**config.mk**
```make
export PLATFORM = sky130hd
export DESIGN_NAME = wb_write_arbiter
export DESIGN_NICKNAME = d
export VERILOG_FILES = /design/src/rtl/riscv_pkg.sv /design/src/rtl/wb_result_fifo.sv /design/src/rtl/wb_write_arbiter.sv
export SDC_FILE = /design/constraint.sdc
export NUM_CORES = 1
export LEC_CHECK = 0
export ABC_AREA = 1
export BUFFER_PORTS_ARGS = -buffer_cell sky130_fd_sc_hd__buf_2
export CAP_MARGIN = 15
export CORE_MARGIN = 8
export CORE_UTILIZATION = 36
export DETAILED_ROUTE_END_ITERATION = 8
export GPL_TIMING_DRIVEN = 0
export HOLD_SLACK_MARGIN = 0.02
export PLACE_DENSITY = 0.61
export SYNTH_ARGS = -nofsm -noshare
export SYNTH_HDL_FRONTEND = slang
export SYNTH_HIERARCHICAL = 1
export SYNTH_SLANG_ARGS = --single-unit
```
**constraint.sdc**
```tcl
create_clock -name clk -period 5.2 [get_ports clk]
set_input_delay 0.26 -clock clk [delete_from_list [all_inputs] [get_ports clk]]
set_output_delay 0.26 -clock clk [all_outputs]
set_load 0.02 [all_outputs]
```
**src/rtl/riscv_pkg.sv**
```systemverilog
// riscv_pkg: register-file geometry and writeback request type shared by the
// writeback-side blocks.
package riscv_pkg;
  localparam int XLEN       = 32;
  localparam int REG_ADDR_W = 5;
  localparam int NUM_REGS   = 32;
  typedef struct packed {
    logic                  valid;
    logic [REG_ADDR_W-1:0] rd;
    logic [XLEN-1:0]       data;
  } wb_req_t;
endpackage

```
**src/rtl/wb_result_fifo.sv**
```systemverilog
// wb_result_fifo: small synchronous FIFO with wrap-bit pointers; push and pop
// may happen in the same cycle.
module wb_result_fifo #(
  parameter int W     = 37,
  parameter int DEPTH = 2
) (
  input  logic         clk,
  input  logic         reset,
  input  logic         push,
  input  logic         pop,
  input  logic [W-1:0] din,
  output logic         full,
  output logic         empty,
  output logic [W-1:0] head
);
  localparam int AW = $clog2(DEPTH);
  logic [AW:0]  r_wp, r_rp;
  logic [W-1:0] r_mem [DEPTH];
  always_ff @(posedge clk or posedge reset)
    if (reset) begin
      r_wp <= '0;
      r_rp <= '0;
    end else begin
      if (push && !full) r_wp <= r_wp + 1'b1;
      if (pop && !empty) r_rp <= r_rp + 1'b1;
    end
  always_ff @(posedge clk)
    if (push && !full) r_mem[r_wp[AW-1:0]] <= din;
  assign empty = r_wp == r_rp;
  assign full  = (r_wp[AW] != r_rp[AW]) && (r_wp[AW-1:0] == r_rp[AW-1:0]);
  assign head  = r_mem[r_rp[AW-1:0]];
endmodule

```
**src/rtl/wb_write_arbiter.sv**
```systemverilog
// wb_write_arbiter: sole driver of the register bank write port; merges pipeline
// writeback with buffered MDU results and tracks pending MDU destinations.
module wb_write_arbiter
  import riscv_pkg::*;
#(
  parameter int XLEN         = riscv_pkg::XLEN,
  parameter int FIFO_DEPTH   = 2,
  parameter int STARVE_LIMIT = 4
) (
  input  logic                  clk,
  input  logic                  reset,
  input  logic                  pipe_wb_valid,
  input  logic [REG_ADDR_W-1:0] pipe_wb_rd,
  input  logic [XLEN-1:0]       pipe_wb_data,
  output logic                  pipe_hold,
  input  logic                  mdu_issue_valid,
  input  logic [REG_ADDR_W-1:0] mdu_issue_rd,
  input  logic                  mdu_res_valid,
  input  logic [REG_ADDR_W-1:0] mdu_res_rd,
  input  logic [XLEN-1:0]       mdu_res_data,
  output logic                  mdu_res_ready,
  input  logic                  id_valid,
  input  logic [REG_ADDR_W-1:0] id_rs1,
  input  logic [REG_ADDR_W-1:0] id_rs2,
  input  logic [REG_ADDR_W-1:0] id_rd,
  output logic                  hazard_stall,
  output logic                  rf_we,
  output logic [REG_ADDR_W-1:0] rf_waddr,
  output logic [XLEN-1:0]       rf_wdata,
  output logic [NUM_REGS-1:0]   busy_mask
);
  localparam int EW = REG_ADDR_W + XLEN;
  localparam int CW = $clog2(STARVE_LIMIT + 1);
  logic                  w_full, w_empty, w_push, w_pipe_win, w_fifo_win, w_starve_hit;
  logic [EW-1:0]         w_head;
  logic [REG_ADDR_W-1:0] w_head_rd, w_win_rd;
  logic [XLEN-1:0]       w_head_data, w_win_data;
  logic [NUM_REGS-1:0]   w_set, w_clr;
  logic                  r_we, r_hold;
  logic [REG_ADDR_W-1:0] r_waddr;
  logic [XLEN-1:0]       r_wdata;
  logic [NUM_REGS-1:0]   r_busy;
  logic [CW-1:0]         r_starve_cnt;

  wb_result_fifo #(.W(EW), .DEPTH(FIFO_DEPTH)) u_fifo (
    .clk   (clk),
    .reset (reset),
    .push  (w_push),
    .pop   (w_fifo_win),
    .din   ({mdu_res_rd, mdu_res_data}),
    .full  (w_full),
    .empty (w_empty),
    .head  (w_head)
  );

  // A registered hold hands the port to the FIFO regardless of the pipeline.
  always_comb begin
    mdu_res_ready = !w_full && !reset;
    w_push        = mdu_res_valid && mdu_res_ready;
    {w_head_rd, w_head_data} = w_head;
    w_pipe_win    = !r_hold && pipe_wb_valid;
    w_fifo_win    = !w_empty && (r_hold || !pipe_wb_valid);
    w_win_rd      = w_pipe_win ? pipe_wb_rd : w_fifo_win ? w_head_rd : '0;
    w_win_data    = w_pipe_win ? pipe_wb_data : w_fifo_win ? w_head_data : '0;
    w_starve_hit  = w_pipe_win && !w_empty && r_starve_cnt == CW'(STARVE_LIMIT - 1);
    w_set         = (mdu_issue_valid && mdu_issue_rd != '0) ? NUM_REGS'(1) << mdu_issue_rd : '0;
    w_clr         = (w_fifo_win && w_head_rd != '0) ? NUM_REGS'(1) << w_head_rd : '0;
  end

  always_ff @(posedge clk or posedge reset)
    if (reset) begin
      r_we         <= 1'b0;
      r_waddr      <= '0;
      r_wdata      <= '0;
      r_hold       <= 1'b0;
      r_busy       <= '0;
      r_starve_cnt <= '0;
    end else begin
      r_we         <= |w_win_rd;
      r_waddr      <= w_win_rd;
      r_wdata      <= w_win_data;
      r_hold       <= w_starve_hit;
      r_busy       <= (r_busy & ~w_clr) | w_set;
      r_starve_cnt <= (w_pipe_win && !w_empty && !w_starve_hit) ? r_starve_cnt + 1'b1 : '0;
    end

  assign rf_we        = r_we;
  assign rf_waddr     = r_waddr;
  assign rf_wdata     = r_wdata;
  assign pipe_hold    = r_hold;
  assign busy_mask    = r_busy;
  assign hazard_stall = id_valid && (r_busy[id_rs1] || r_busy[id_rs2] || r_busy[id_rd]);
endmodule

```
* After elaboration in Yosys (flattened, before gate mapping)
Memories as Yosys holds them, arrays and structs flattened.
Index checks and enable logic that the tools add are counted.
** Storage, ports and cells
- Output and inout port bits :: 73
- Word-level logic and storage cells :: 64
- Bits in registers :: 78
- Memories kept :: 1
- Input port bits :: 100
- Memory bits (writable) :: 74
** Cells by class
- Bitwise operators :: 3
- Equality and inequality tests :: 4
- Reduce and logical (&&, ||, !) cells :: 25
- Multiplexer cells :: 15
- Add/sub/neg operators :: 3
- Shift operators :: 2
- $lt $le $gt $ge :: 3
** Memory list
- u_fifo.r_mem :: depth 2, width 37, read ports 1, clocked after memory_dff 0, wr ports 1, line wb_result_fifo.sv:18 : logic [W-1:0] r_mem [DEPTH];
** Operators with widths (count)
- 2-to-1 mux 32 bit :: 4
- << shifter 1 x 5 -> 32 bit (first input constant) :: 2
- AND 32 bit :: 1
- NOT 32 bit :: 1
- bitwise OR 32 bit :: 1
- < comparator 5 x 6 -> 1 bit (second input constant) :: 3
- binary-select mux 1 bit (select 5 bit) :: 3
- logical AND 1 bit :: 13
- 2-to-1 mux 5 bit :: 2
- nonzero test 5 bit :: 2
- logical NOT 1 bit :: 6
- 2-to-1 mux 1 bit :: 5
- OR reduction 5 bit :: 1
- adder 2 x 1 -> 2 bit (second input constant) :: 2
- adder 3 x 1 -> 3 bit (second input constant) :: 1
- equality test 3 x 2 -> 1 bit (second input constant) :: 1
- logical OR 1 bit :: 3
- 2-to-1 mux 3 bit :: 1
- equality test 2 bit :: 1
- equality test 1 bit :: 1
- inequality test 1 bit :: 1

* Depth between registers and ports, before layout
- Word-level depth :: 8
- Depth in mapped cells :: 13
- Depth with buffers taken out :: 11

* Hierarchy
Netlist, hierarchy kept.
** By module, submodules not included
- wb_write_arbiter :: seq. area each 1851.8 sq um, area an instance 4085.2 sq um, times used 1, cells an instance 527
- wb_result_fifo :: seq. area each 2322.2 sq um, area an instance 2954.1 sq um, times used 1, cells an instance 235

* Worst setup path after synthesis
OpenSTA, ideal clock, no wires.
- Path type :: reg2reg
- From :: register u_fifo.r_rp[0]
- To :: memory u_fifo.r_mem[1][0] (enable)
- Clock period less this slack :: 2.305 ns
- Slack :: 2.895 ns
- Buffers on the path :: 0
- Library setup time :: 0.392 ns
- Data arrival time :: 1.913 ns
- Data required time :: 4.808 ns
- Cell stages (with the launch flop) :: 11
- Cell sequence :: dfrtp_1 inv_2 nand2_1 nand2_1 nand2_2 inv_1 nor3b_1 nand2_1 inv_1 nand2_1 inv_1
** Between the ends
- Longest elaborated chain between the ends :: 8
** RTL lines
- from (decl) :: line wb_result_fifo.sv:17 : logic [AW:0] r_wp, r_rp;
- from (signal assigned) :: line wb_result_fifo.sv:25 : if (pop && !empty) r_rp <= r_rp + 1'b1;
- equality test 1 bit :: line wb_result_fifo.sv:30 : assign full = (r_wp[AW] != r_rp[AW]) && (r_wp[AW-1:0] == r_rp[AW-1:0]);
- logical AND 1 bit :: line wb_result_fifo.sv:30
- via w_full :: line wb_write_arbiter.sv:34 : logic w_full, w_empty, w_push, w_pipe_win, w_fifo_win, w_starve_hit;
- logical NOT 1 bit :: line wb_write_arbiter.sv:58 : mdu_res_ready = !w_full && !reset;
- logical AND 1 bit :: line wb_write_arbiter.sv:58
- logical AND 1 bit :: line wb_write_arbiter.sv:59 : w_push = mdu_res_valid && mdu_res_ready;
- via w_push :: line wb_write_arbiter.sv:34
- logical AND 1 bit :: line wb_result_fifo.sv:28 : if (push && !full) r_mem[r_wp[AW-1:0]] <= din;
- 2-to-1 mux 1 bit :: line wb_result_fifo.sv:28
- 2-to-1 mux 1 bit (implied by the code) :: line wb_result_fifo.sv:28
- to (decl) :: line wb_result_fifo.sv:18
The timed path passes the listed nets, and every way through them passes these cells.

* Worst setup path after layout
- From :: register u_fifo.r_rp[0]
- To :: memory u_fifo.r_mem[1][14] (enable)
Same word-level chain as after synthesis.

==> impl_metrics.json <==
{
  "min_path_type": "input port to register",
  "worstPathArrival_ns": 2.48,
  "setup_viol": 0,
  "overflow": 0,
  "status": "finished, final reports clean",
  "avgSynthCellArea_um2": 9.24,
  "power.density_mw_per_mm2": 527,
  "seq_power_share_pct": 40.6,
  "synth_cells": 762,
  "grt_pass1_wl_um": 32300,
  "period_minus_slack_ns": 2.45,
  "cts_sinks": 152,
  "relSlewSlack_pct": 41.1,
  "max_stage_delay_ns": 0.65,
  "switchingPower_uw": 2010,
  "p_sw_share_pct": 41.7,
  "hold_viol": 0,
  "grt_max_degree": 57,
  "cp-start-kind": "register",
  "seq_area_frac_synth_pct": 59.3,
  "final_common_cell": "nand2_1",
  "numCtsBuffers": 17,
  "cpMaxStageDelayCell": "inv_2",
  "clk_pin_slew_ns": 0.06,
  "crit_buf_inv": 4,
  "cp-end-kind": "register",
  "fin_ws_ns": 2.75,
  "leakagePower_uw": 0.00434,
  "syn_area_mm2": 0.00704,
  "syn2layout_area_growth_pct": 29.7,
  "internal_power_uw": 2810,
  "grt_pass1_vias": 6024,
  "skew_ns": 0.00984,
  "ant_nets": 0,
  "gp_congestion": 0.905,
  "cp.required_ns": 5.24,
  "ys_ff_latch": 152,
  "path_max_fanout": 37,
  "die_y_um": 156,
  "drive_above_1_share_pct": 24.9,
  "ctsRootBufferMaster": "clkbuf_16",
  "initial_core_util_pct": 36.4,
  "path_cells": "inv_2, nand2_1, nand2_1, nand2_2, inv_1, nor3b_1, nand2_1, inv_1, nand2_1, inv_2",
  "finalNetCount": 1085,
  "antenna_found_initial": 5,
  "drt-pass1-iter-count": 5,
  "route.detailed.drc": 0,
  "drv_slew": 0,
  "ys_warn_count": 6,
  "rows": 51,
  "clock_power_share_pct": 23.3,
  "die_w_um": 156,
  "clkLatencyLatePin_ns": 0.42,
  "post-place-ws_ns": 2.80,
  "ys_types": 30,
  "fillers": 1812,
  "initialDrtViolationCount": 440,
  "layout.cells.most_common_list": "nand2_1 (276), buf_2 (182), nand3_1 (81)",
  "critPathKind": "register to register",
  "hpwl_um": 15100,
  "cts_setup_buffers": 0,
  "worstMarginPinSlew_ns": 0.883,
  "crit-reg2reg-launch": "u_fifo/r_rp[0]",
  "cp-startpoint": "u_fifo/r_rp[0]",
  "hold_start": "mdu_res_data[25]",
  "io_buffers": 166,
  "fin_total_pwr_uw": 4810,
  "num_vias": 6172,
  "cap_violations": 0,
  "ir_worst_vdd_v": 0.000248,
  "rsz0062_at_grt": "no",
  "ios": 173,
  "viasPerCell": 4.89,
  "crit_family": "buffers and inverters",
  "synth_fp_nets": 864,
  "die-area_mm2": 0.0243,
  "cts_buffer_depth": 2,
  "wire_per_inst_um": 16.5,
  "routed_wl_um": 20900,
  "tritoncts": "done",
  "tns_ns": 0,
  "core_mm2": 0.0193,
  "power_frac_comb_pct": 36.2,
  "timing.final.crit_share_pct": 47.0,
  "cp_common_cell": "nand2_1",
  "track_usage_pct": 17.3,
  "max_clock_freq_ghz": 0.409,
  "htree_levels": 4
}
## layout make-up
type                       count  area, µm²  area share, %
antenna                        2       5.00         0.0548
buffer                        35        243           2.66
clock buffer                  18        429           4.70
clock inverter                14        115           1.26
inverter                      67        262           2.86
multi-input combinational    508       2360           25.9
sequential                   152       4170           45.7
tap                          265        332           3.63
timing repair buffer         202       1210           13.2
## power by group through the flow
| stage | clock network, µW | logic [µW] | registers [µW] |
|---|---|---|---|
| global placement | 0 | 1700 | 1970 |
| finish | 1120 | 1740 | 1950 |
| detailed placement | 0 | 1730 | 1960 |
| CTS | 1150 | 1760 | 1940 |
| floorplan | 0 | 883 | 2090 |
| global route | 1200 | 1940 | 1980 |
## synthesized netlist by cell type
cell type  instances  area, µm²
a21oi_1            3       15.0
a22o_1            32        280
buf_1              1       3.75
buf_12             1       20.0
buf_2             16       80.1
buf_4              4       30.0
buf_6              8       90.1
clkbuf_1           5       18.8
clkinv_1           2       7.51
clkinv_4           1       8.76
dfrtp_1           78       1950
edfxtp_1          74       2220
ha_1               2       25.0
inv_1             59        221
inv_2              4       15.0
inv_4              1       6.26
nand2_1          276       1040
nand2_2            9       56.3
nand3_1           81        405
nand3_2            1       10.0
nand4_1           12       75.1
nor2_1            12       45.0
nor2_2             1       6.26
nor2_4             1       11.3
nor3_1             7       35.0
nor3b_1            1       7.51
nor4_1             1       6.26
o21ai_0           66        330
o21ai_1            2       10.0
xor2_1             1       8.76
## registers in the layout, indices dropped and copies added (netlist names)
register	cells
u_fifo/r_wp	2
u_fifo/r_mem	74
rf_wdata	32
rf_waddr	5
rf_we	1
busy_mask	32
pipe_hold	1
r_starve_cnt	3
u_fifo/r_rp	2
## repair_timing
| item | in CTS | in global routing |
|---|---|---|
| gates resized for setup | 0 | 0 |
| endpoints found under the hold margin | 89 | 0 |
| hold buffers | 35 | 0 |
## cell families (layout without fill, tap and decap cells)
| kind of cell | count (synthesis) | count (layout) | synth area share, % |
|---|---|---|---|
| DFF | 152 | 152 | 59.3 |
| and+or+nand+nor | 402 | 402 | 24.1 |
| buffers and inverters | 102 | 336 | 7.13 |
| AOI/OAI and AO/OA | 103 | 103 | 9.03 |
| xor gates and xnor gates | 1 | 1 | 0.124 |
| other | 0 | 2 | 0 |
| adders and majority gates | 2 | 2 | 0.355 |
## final timing paths
check                                            to  slack, ns  cells after the start
worst max-delay path            u_fifo/r_mem[1][14]       2.75                     10
worst min-delay path            u_fifo/r_mem[0][25]       0.04                      1
worst max register to register  u_fifo/r_mem[1][14]       2.75                     10
worst min register to register      r_starve_cnt[0]       0.44                      1
max in group asynchronous              busy_mask[4]       4.25                      4
min in group asynchronous            u_fifo/r_wp[0]       0.35                      3
## metrics by stage
| stage | cell area (µm²) | hold slack, ns | utilization (%) | cells |
|---|---|---|---|---|
| after floorplan | 7040 | 0.0261 | - | 762 |
| after global placement | 8200 | 0.200 | 42.4 | 1193 |
| after detailed placement | 8230 | 0.226 | 42.6 | 1194 |
| after CTS | 9130 | 0.0208 | 47.2 | 1261 |
| after global routing | 9130 | 0.0261 | 47.2 | 1262 |
| final | 9130 | 0.0431 | 47.2 | 1263 |
## layer usage
layer | global-route usage, % | vias to the layer above | part of all wire, %
li1 | - | 2988 | -
met1 | 20.8 | 2880 | 40
met2 | 28.2 | 248 | 47
met3 | 5.68 | 50 | 9.8
met4 | 6.79 | 6 | 2.7
met5 | 0 | - | 0.16
## worst reg2reg max path, delay by kind of cell, from the launching register on
kind / cells / cell delay (ns)
buffers and inverters: 4 / 0.86
and+or+nand+nor: 6 / 0.77
DFF: 1 / 0.44
Power figures use the tool's default switching activity.
